$ cat config.mk
export PLATFORM = sky130hd
export DESIGN_NAME = taus_arb
export DESIGN_NICKNAME = d
export VERILOG_FILES = /design/src/rtl/taus_arb.sv
export SDC_FILE = /design/constraint.sdc
export NUM_CORES = 1
export LEC_CHECK = 0
export ABC_CLOCK_PERIOD_IN_PS = 5200
export CAP_MARGIN = 25
export CORE_ASPECT_RATIO = 0.6
export CORE_MARGIN = 4
export CORE_UTILIZATION = 40
export CTS_BUF_LIST = sky130_fd_sc_hd__clkbuf_8 sky130_fd_sc_hd__clkbuf_16
export DETAILED_ROUTE_END_ITERATION = 7
export HOLD_SLACK_MARGIN = 0.1
export REMOVE_ABC_BUFFERS = 1
export SYNTH_ARGS = -nofsm -noshare
export SYNTH_HDL_FRONTEND = slang
export SYNTH_SLANG_ARGS = --single-unit
$ cat constraint.sdc
create_clock -name clk -period 5.2 [get_ports clk]
set_clock_uncertainty 0.05 [all_clocks]
set_input_delay 0.52 -clock clk [delete_from_list [all_inputs] [get_ports clk]]
set_output_delay 0.52 -clock clk [all_outputs]
set_load 0.05 [all_outputs]
$ cat src/rtl/taus_arb.sv
// taus_arb: taus88 uniform generator with seed handshake, warm-up discard and round-robin word arbitration
module taus_arb #(
  parameter int NREQ   = 4,
  parameter int WARMUP = 16
) (
  input  logic            clk,
  input  logic            reset_n,
  input  logic            seed_valid,
  output logic            seed_ready,
  input  logic [31:0]     seed_s0,
  input  logic [31:0]     seed_s1,
  input  logic [31:0]     seed_s2,
  output logic            seed_err,
  input  logic [NREQ-1:0] req,
  output logic [NREQ-1:0] gnt,
  output logic [31:0]     rnd_data,
  output logic            rnd_valid,
  output logic            busy
);
  localparam int PW = $clog2(NREQ);
  typedef enum logic [1:0] {IDLE, WARM, RUN} state_t;
  state_t          state_q;
  logic [31:0]     s0_q, s1_q, s2_q, s0_d, s1_d, s2_d;
  logic [15:0]     cnt_q;
  logic [PW-1:0]   ptr_q, pick_d;
  logic [NREQ-1:0] gnt_q;
  logic [31:0]     rnd_data_q;
  logic            rnd_valid_q, seed_err_q, busy_q;
  logic            seed_acc, seed_ok;
  assign seed_ready = state_q != WARM;
  assign seed_acc   = seed_valid & seed_ready;
  assign seed_ok    = seed_s0 >= 32'd2 && seed_s1 >= 32'd8 && seed_s2 >= 32'd16;
  assign s0_d = ((s0_q & 32'hFFFFFFFE) << 12) ^ (((s0_q << 13) ^ s0_q) >> 19);
  assign s1_d = ((s1_q & 32'hFFFFFFF8) << 4) ^ (((s1_q << 2) ^ s1_q) >> 25);
  assign s2_d = ((s2_q & 32'hFFFFFFF0) << 17) ^ (((s2_q << 3) ^ s2_q) >> 11);
  assign gnt        = gnt_q;
  assign rnd_data   = rnd_data_q;
  assign rnd_valid  = rnd_valid_q;
  assign seed_err   = seed_err_q;
  assign busy       = busy_q;
  // Round-robin pick: scanning downward lets the closest request at/after the pointer win
  always_comb begin
    pick_d = ptr_q;
    for (int k = NREQ - 1; k >= 0; k--) begin
      if (req[(int'(ptr_q) + k) % NREQ]) pick_d = PW'((int'(ptr_q) + k) % NREQ);
    end
  end
  // Controller: seed handling wins over grants; WARM discards words; RUN grants one word per cycle
  always_ff @(posedge clk or negedge reset_n) begin
    if (!reset_n) begin
      state_q     <= IDLE;
      s0_q        <= '0;
      s1_q        <= '0;
      s2_q        <= '0;
      cnt_q       <= '0;
      ptr_q       <= '0;
      gnt_q       <= '0;
      rnd_data_q  <= '0;
      rnd_valid_q <= 1'b0;
      seed_err_q  <= 1'b0;
      busy_q      <= 1'b0;
    end else begin
      gnt_q       <= '0;
      rnd_valid_q <= 1'b0;
      seed_err_q  <= 1'b0;
      if (seed_acc) begin
        if (!seed_ok) seed_err_q <= 1'b1;
        else begin
          s0_q    <= seed_s0;
          s1_q    <= seed_s1;
          s2_q    <= seed_s2;
          ptr_q   <= '0;
          cnt_q   <= 16'(WARMUP);
          state_q <= (WARMUP > 0) ? WARM : RUN;
          busy_q  <= WARMUP > 0;
        end
      end else if (state_q == WARM) begin
        s0_q  <= s0_d;
        s1_q  <= s1_d;
        s2_q  <= s2_d;
        cnt_q <= cnt_q - 16'd1;
        if (cnt_q == 16'd1) begin
          state_q <= RUN;
          busy_q  <= 1'b0;
        end
      end else if (state_q == RUN && |req) begin
        gnt_q       <= NREQ'(1) << pick_d;
        rnd_data_q  <= s0_q ^ s1_q ^ s2_q;
        rnd_valid_q <= 1'b1;
        s0_q        <= s0_d;
        s1_q        <= s1_d;
        s2_q        <= s2_d;
        ptr_q       <= (int'(pick_d) == NREQ - 1) ? '0 : pick_d + 1'b1;
      end
    end
  end
endmodule

==> impl_results.md, run 1 <==
* Synth warn at 0
* Vias per inst at 5.699
* CTS clk-pin slew, worst paths at 0.06 ns
* Status: complete, no violations
* Detail Route Antenna Nets at 0
* P&R area growth vs syn at 26.64%
* Share of cells above drive strength 1 at 0.06070
* Filler cell count at 1836
* Detailed Route Iter0 Violations at 722
* Placed Cells at 1179
* Total CTS buffers at 17
* Pwr Total at 2.563 mW
* # H-tree levels at 4
* Synth Area per Inst at 9.915 sq um
* Asr flop ratio synth at 1.000
* Unrepaired setup endpoints after global routing: no
* Skew-Pair Late Insertion Delay at 0.43 ns
* Initial core utilization at 0.4061
* Final setup fails at 0
* Number of synthesized flops with an enable pin at 0
* Nature of the critical path startpoint: input pin
* Final Slew Violations at 0
* Element type at the critical path end: register
* Setup bufs post-CTS at 0
* GRT Util Overall at 0.2360
* Pwr/cell area at 249.5 nW/um^2
* Global placer's final weighted congestion at 0.8669
* Number of distinct library cells after synthesis at 41
* CP Data Required Time at 5.51 ns
* VDD IR max at 0.0002013 V
* Fin area at 10270 sq um
* Post-DP Area at 9693 sq um
* Die span in x at 191.8 microns
* Fin Setup TNS at 0 ns
* Global route total overflow at 0
* Bufs on Longest Clock Path at 2
* Register area at 3854 sq um
* Commonest non-fill, non-tap cells in the layout: 154 x dfrtp_1, 141 x clkdlybuf4s50_1, 118 x nor2_1, 79 x xnor2_1, 56 x a21oi_1
* Register area share after synthesis at 0.4752
* # IOs at 143
* Vias at 6907
* Global-route wire length before repair at 40.64 mm
* Die Y at 118.3 microns
* Worst EP arrival at 3.48 ns
* Worst-margin pin slew at 0.9293 ns
* Yosys top cell area share at 0.4752
* Top cells by area, synth: dfrtp_1 48%, xnor2_1 8.5%, o32ai_1 5.9%
* Pre-CTS setup slack at 1.682 ns
* Fin util at 0.5143
* Cells after synthesis at 818
* Multi-input gate area at 3879 sq um
* Cell Area, Synth at 8110 sq um
* DRC errors left at 0
* Cell taking the most area after synthesis: dfrtp_1
* Initial antenna violation count at 0
* DRT Pass-1 Iters at 5
* Post-synthesis sequential element count at 154
* Most common cell after layout, fill and taps aside: dfrtp_1
* DIE AREA at 22690 sq um
* Vias in the first global route at 6632
* Fmax at 0.3162 GHz
* Fin nets at 1035
* Crit Path Class: in2reg
* Row count at 40
* Worst Path Max Fanout at 84
* Drt wl/cell at 22.04 microns
* DP HPWL at 18.84 mm
* Setup ws final at 2.037 ns
* Hold Vio Cnt, Final at 0
* Port bufs at 142
* Top FF cell, synth: dfrtp_1
* # diodes at 0
* Max-cap viol count at 0
* TritonCTS clock tree: built
* Final hold slack at 0.4342 ns
* CTS Root Cell: clkbuf_16
* Core ar. at 19970 sq um
* DRT Wirelength at 26.71 mm
* Leak at 3.993 nW
* Post-route minimum period at 3.163 ns
* Part of the cycle the worst path needs at 0.6082
* HP Class: reg2reg
* CTS Sinks at 154
* Relative slew slack at 0.3790
* Largest net degree at the start of global routing at 85
* Fin cells at 1212
worst max-delay path, stage by stage:
cell,delay [ns]
clkdlybuf4s50_1,0.46
nor4_1,0.56
nand4_1,0.30
o22a_1,0.30
nand3b_1,0.60
buf_12,0.40
a311o_1,0.24
final cells by class:
type                    count  share of cell area
clock buffers              20             0.04544
multi-input cells         584              0.3776
flip-flops and latches    154              0.3752
inverters                  14            0.005116
clock inverters            12            0.009867
well taps                 273             0.03326
repair buffers            155              0.1535
cells by family after synthesis:
group	Yosys count	share of synthesized area
flops	154	0.4752
xor+xnor	119	0.1285
fa+ha+maj	6	0.009256
simple gates	253	0.1557
compound gates	206	0.1825
buf+inv	80	0.04890
cells in the mapped netlist, drive strengths merged (29+ instances only):
cell type,number
nor3b,37
xnor2,79
a311o,37
xor2,40
buf,37
o21ai,38
nor2,120
o32ai,55
dfrtp,154
clkbuf,29
nand2,39
a21oi,56
sequential cells by signal (all words and copies together), names as in the netlist:
signal / cells
rnd_data: 32
s0_q: 32
s1_q: 32
s2_q: 32
cnt_q: 16
gnt: 4
ptr_q: 2
state_q: 2
rnd_valid: 1
seed_err: 1
repair_timing:
item,CTS,global route
gates resized for setup,0,0
hold buffers,1,0
hold endpoints to repair,68,0
power breakdown:
part | leakage [nW] | switching [mW] | internal (mW)
registers | 1.87 | 0 | 1.20
clock network | 0.269 | 0.515 | 0.691
logic | 1.85 | 0.0782 | 0.0806
metal layers:
metal  track usage  routed length (microns)  vias up
met5             0                        0        -
met1        0.3932                    13600     3435
met3       0.05195                     2222       20
li1              -                        -     3162
met2        0.3047                    10660      290
met4       0.04888                      225        0
worst paths after layout:
kind,startpoint,endpoint,slack [ns],cells after the start
worst max-delay path,seed_s2[27],s2_q[9]$_DFFE_PN0P_,2.04,7
worst min-delay path,rnd_data[7]$_DFFE_PN0P_,rnd_data[7]$_DFFE_PN0P_,0.43,2
worst max register to register,state_q[0]$_DFFE_PN0P_,cnt_q[15]$_DFFE_PN0P_,2.84,8
worst min register to register,rnd_data[7]$_DFFE_PN0P_,rnd_data[7]$_DFFE_PN0P_,0.43,2
max in group asynchronous,reset_n,rnd_data[3]$_DFFE_PN0P_,3.41,3
min in group asynchronous,reset_n,rnd_data[15]$_DFFE_PN0P_,0.62,2
Power figures use the tool's default switching activity.
==> run 2, diff against run 1 <==
--- a/config.mk
+++ b/config.mk
@@ -5,7 +5,7 @@
 export SDC_FILE = /design/constraint.sdc
 export NUM_CORES = 1
 export LEC_CHECK = 0
-export ABC_CLOCK_PERIOD_IN_PS = 5200
+export ABC_CLOCK_PERIOD_IN_PS = 2800
 export CAP_MARGIN = 25
 export CORE_ASPECT_RATIO = 0.6
 export CORE_MARGIN = 4
@@ -13,6 +13,7 @@
 export CTS_BUF_LIST = sky130_fd_sc_hd__clkbuf_8 sky130_fd_sc_hd__clkbuf_16
 export DETAILED_ROUTE_END_ITERATION = 7
 export HOLD_SLACK_MARGIN = 0.1
+export PLACE_DENSITY = 0.66
 export REMOVE_ABC_BUFFERS = 1
 export SYNTH_ARGS = -nofsm -noshare
 export SYNTH_HDL_FRONTEND = slang
==> constraint.sdc (replaced) <==
create_clock -name clk -period 2.8 [get_ports clk]
set_clock_uncertainty 0.05 [all_clocks]
set_input_delay 0.28 -clock clk [delete_from_list [all_inputs] [get_ports clk]]
set_output_delay 0.28 -clock clk [all_outputs]
set_load 0.05 [all_outputs]
==> impl_results.md, run 2 (synthesized netlist as in run 1, its figures left out) <==
* Worst-margin pin slew at 0.6594 ns
* Fin nets at 1066
* Worst Path Max Fanout at 10
* Status: complete, no violations
* Global placer's final weighted congestion at 0.8767
* Global route total overflow at 0
* Detailed Route Iter0 Violations at 885
* Initial core utilization at 0.4061
* TritonCTS clock tree: built
* HP Class: in2async
* VDD IR max at 0.0004296 V
* Commonest non-fill, non-tap cells in the layout: 154 x dfrtp_1, 141 x clkdlybuf4s50_1, 118 x nor2_1, 79 x xnor2_1, 56 x a21oi_1
* Total CTS buffers at 17
* Crit Path Class: reg2out
* Pwr/cell area at 457.3 nW/um^2
* Port bufs at 142
* Final Slew Violations at 0
* Nature of the critical path startpoint: register
* Hold bufs inserted after CTS at 1
* Largest net degree at the start of global routing at 76
* Pre-CTS setup slack at 0.1526 ns
* Global-route wire length before repair at 41.10 mm
* DRT Pass-1 Iters at 5
* Max-cap viol count at 0
* Fin util at 0.5293
* Setup ws final at 0.3958 ns
* # H-tree levels at 4
* Skew-Pair Late Insertion Delay at 0.43 ns
* Vias per inst at 5.693
* Setup bufs post-CTS at 0
* P&R area growth vs syn at 30.33%
* Share of cells above drive strength 1 at 0.09278
* CTS Root Cell: clkbuf_16
* GRT Util Overall at 0.2358
* Placed Cells at 1210
* Detail Route Antenna Nets at 0
* Fin cells at 1243
* DRT Wirelength at 26.70 mm
* DIE AREA at 22690 sq um
* Bufs on Longest Clock Path at 2
* Element type at the critical path end: output pin
* Post-route minimum period at 2.404 ns
* Worst EP arrival at 2.07 ns
* Die Y at 118.3 microns
* Die span in x at 191.8 microns
* # IOs at 143
* DRC errors left at 0
* Leak at 4.181 nW
* Initial antenna violation count at 0
* Vias in the first global route at 6845
* DP HPWL at 19.52 mm
* Row count at 40
* Most common cell after layout, fill and taps aside: dfrtp_1
* Drt wl/cell at 21.48 microns
* Core ar. at 19970 sq um
* Vias at 7076
* CTS Sinks at 154
* CTS clk-pin slew, worst paths at 0.07 ns
* Resize count post-CTS at 0
* Part of the cycle the worst path needs at 0.8586
* Fmax at 0.4159 GHz
* CP Data Required Time at 2.47 ns
* Relative slew slack at 0.5604
* Unrepaired setup endpoints after global routing: no
* Hold Vio Cnt, Final at 0
* Final setup fails at 0
* # diodes at 0
## run 2: worst paths after layout
| check | startpoint | endpoint | slack [ns] | cells after the start |
|---|---|---|---|---|
| max | state_q[0]$_DFFE_PN0P_ | seed_ready | 0.40 | 3 |
| min | reset_n | s1_q[12]$_DFFE_PN0P_ | 0.30 | 2 |
| max reg2reg | state_q[0]$_DFFE_PN0P_ | s1_q[21]$_DFFE_PN0P_ | 0.51 | 8 |
| min reg2reg | rnd_data[6]$_DFFE_PN0P_ | rnd_data[6]$_DFFE_PN0P_ | 0.43 | 2 |
| max in group asynchronous | reset_n | rnd_data[5]$_DFFE_PN0P_ | 1.66 | 3 |
| min in group clk | rnd_data[6]$_DFFE_PN0P_ | rnd_data[6]$_DFFE_PN0P_ | 0.43 | 2 |
## run 2: report_power, final
group | leakage (nW) | switching [mW] | internal [mW]
registers | 1.87 | 0 | 2.22
clock network | 0.280 | 1.04 | 1.27
logic | 2.03 | 0.149 | 0.157
total | 4.18 | 1.19 | 3.65
## run 2: through the flow
stage | hold slack [ns] | setup TNS (ns) | total power [mW] | cell area [sq um]
detailed placement | 0.2055 | 0 | 2.569 | 9985
finish | 0.3005 | 0 | 4.834 | 10570
CTS | 0.3274 | 0 | 4.855 | 10570
floorplan | -0.06559 | -351.28 | 2.308 | 7766
global route | 0.3390 | 0 | 4.969 | 10570
global placement | 0.2090 | 0 | 2.571 | 9985
## run 2: per-layer routing
metal  part of all wire  GRT usage  vias to the layer above
li1                   -          -                     3238
met1               0.48     0.3805                     3460
met2               0.40     0.3139                      347
met3               0.11    0.05756                       31
met4              0.013    0.04978                        0
met5                  0          0                        -
## run 2: area by class of cell
| cell class | count | area [sq um] |
|---|---|---|
| Sequential cell | 154 | 3854 |
| Multi-Input combinational cell | 584 | 3879 |
| Inverter | 14 | 52.55 |
| Clock inverter | 14 | 136.4 |
| Timing Repair Buffer | 186 | 1868 |
| Fill cell | 1765 | 9399 |
| Clock buffer | 18 | 439.2 |
| Tap cell | 273 | 341.6 |
## run 2: critical path, cell delays in order, from the launching register on
cell	delay, ns
dfrtp_1	0.41
and2b_4	0.20
inv_2	0.17
clkdlybuf4s50_1	0.85
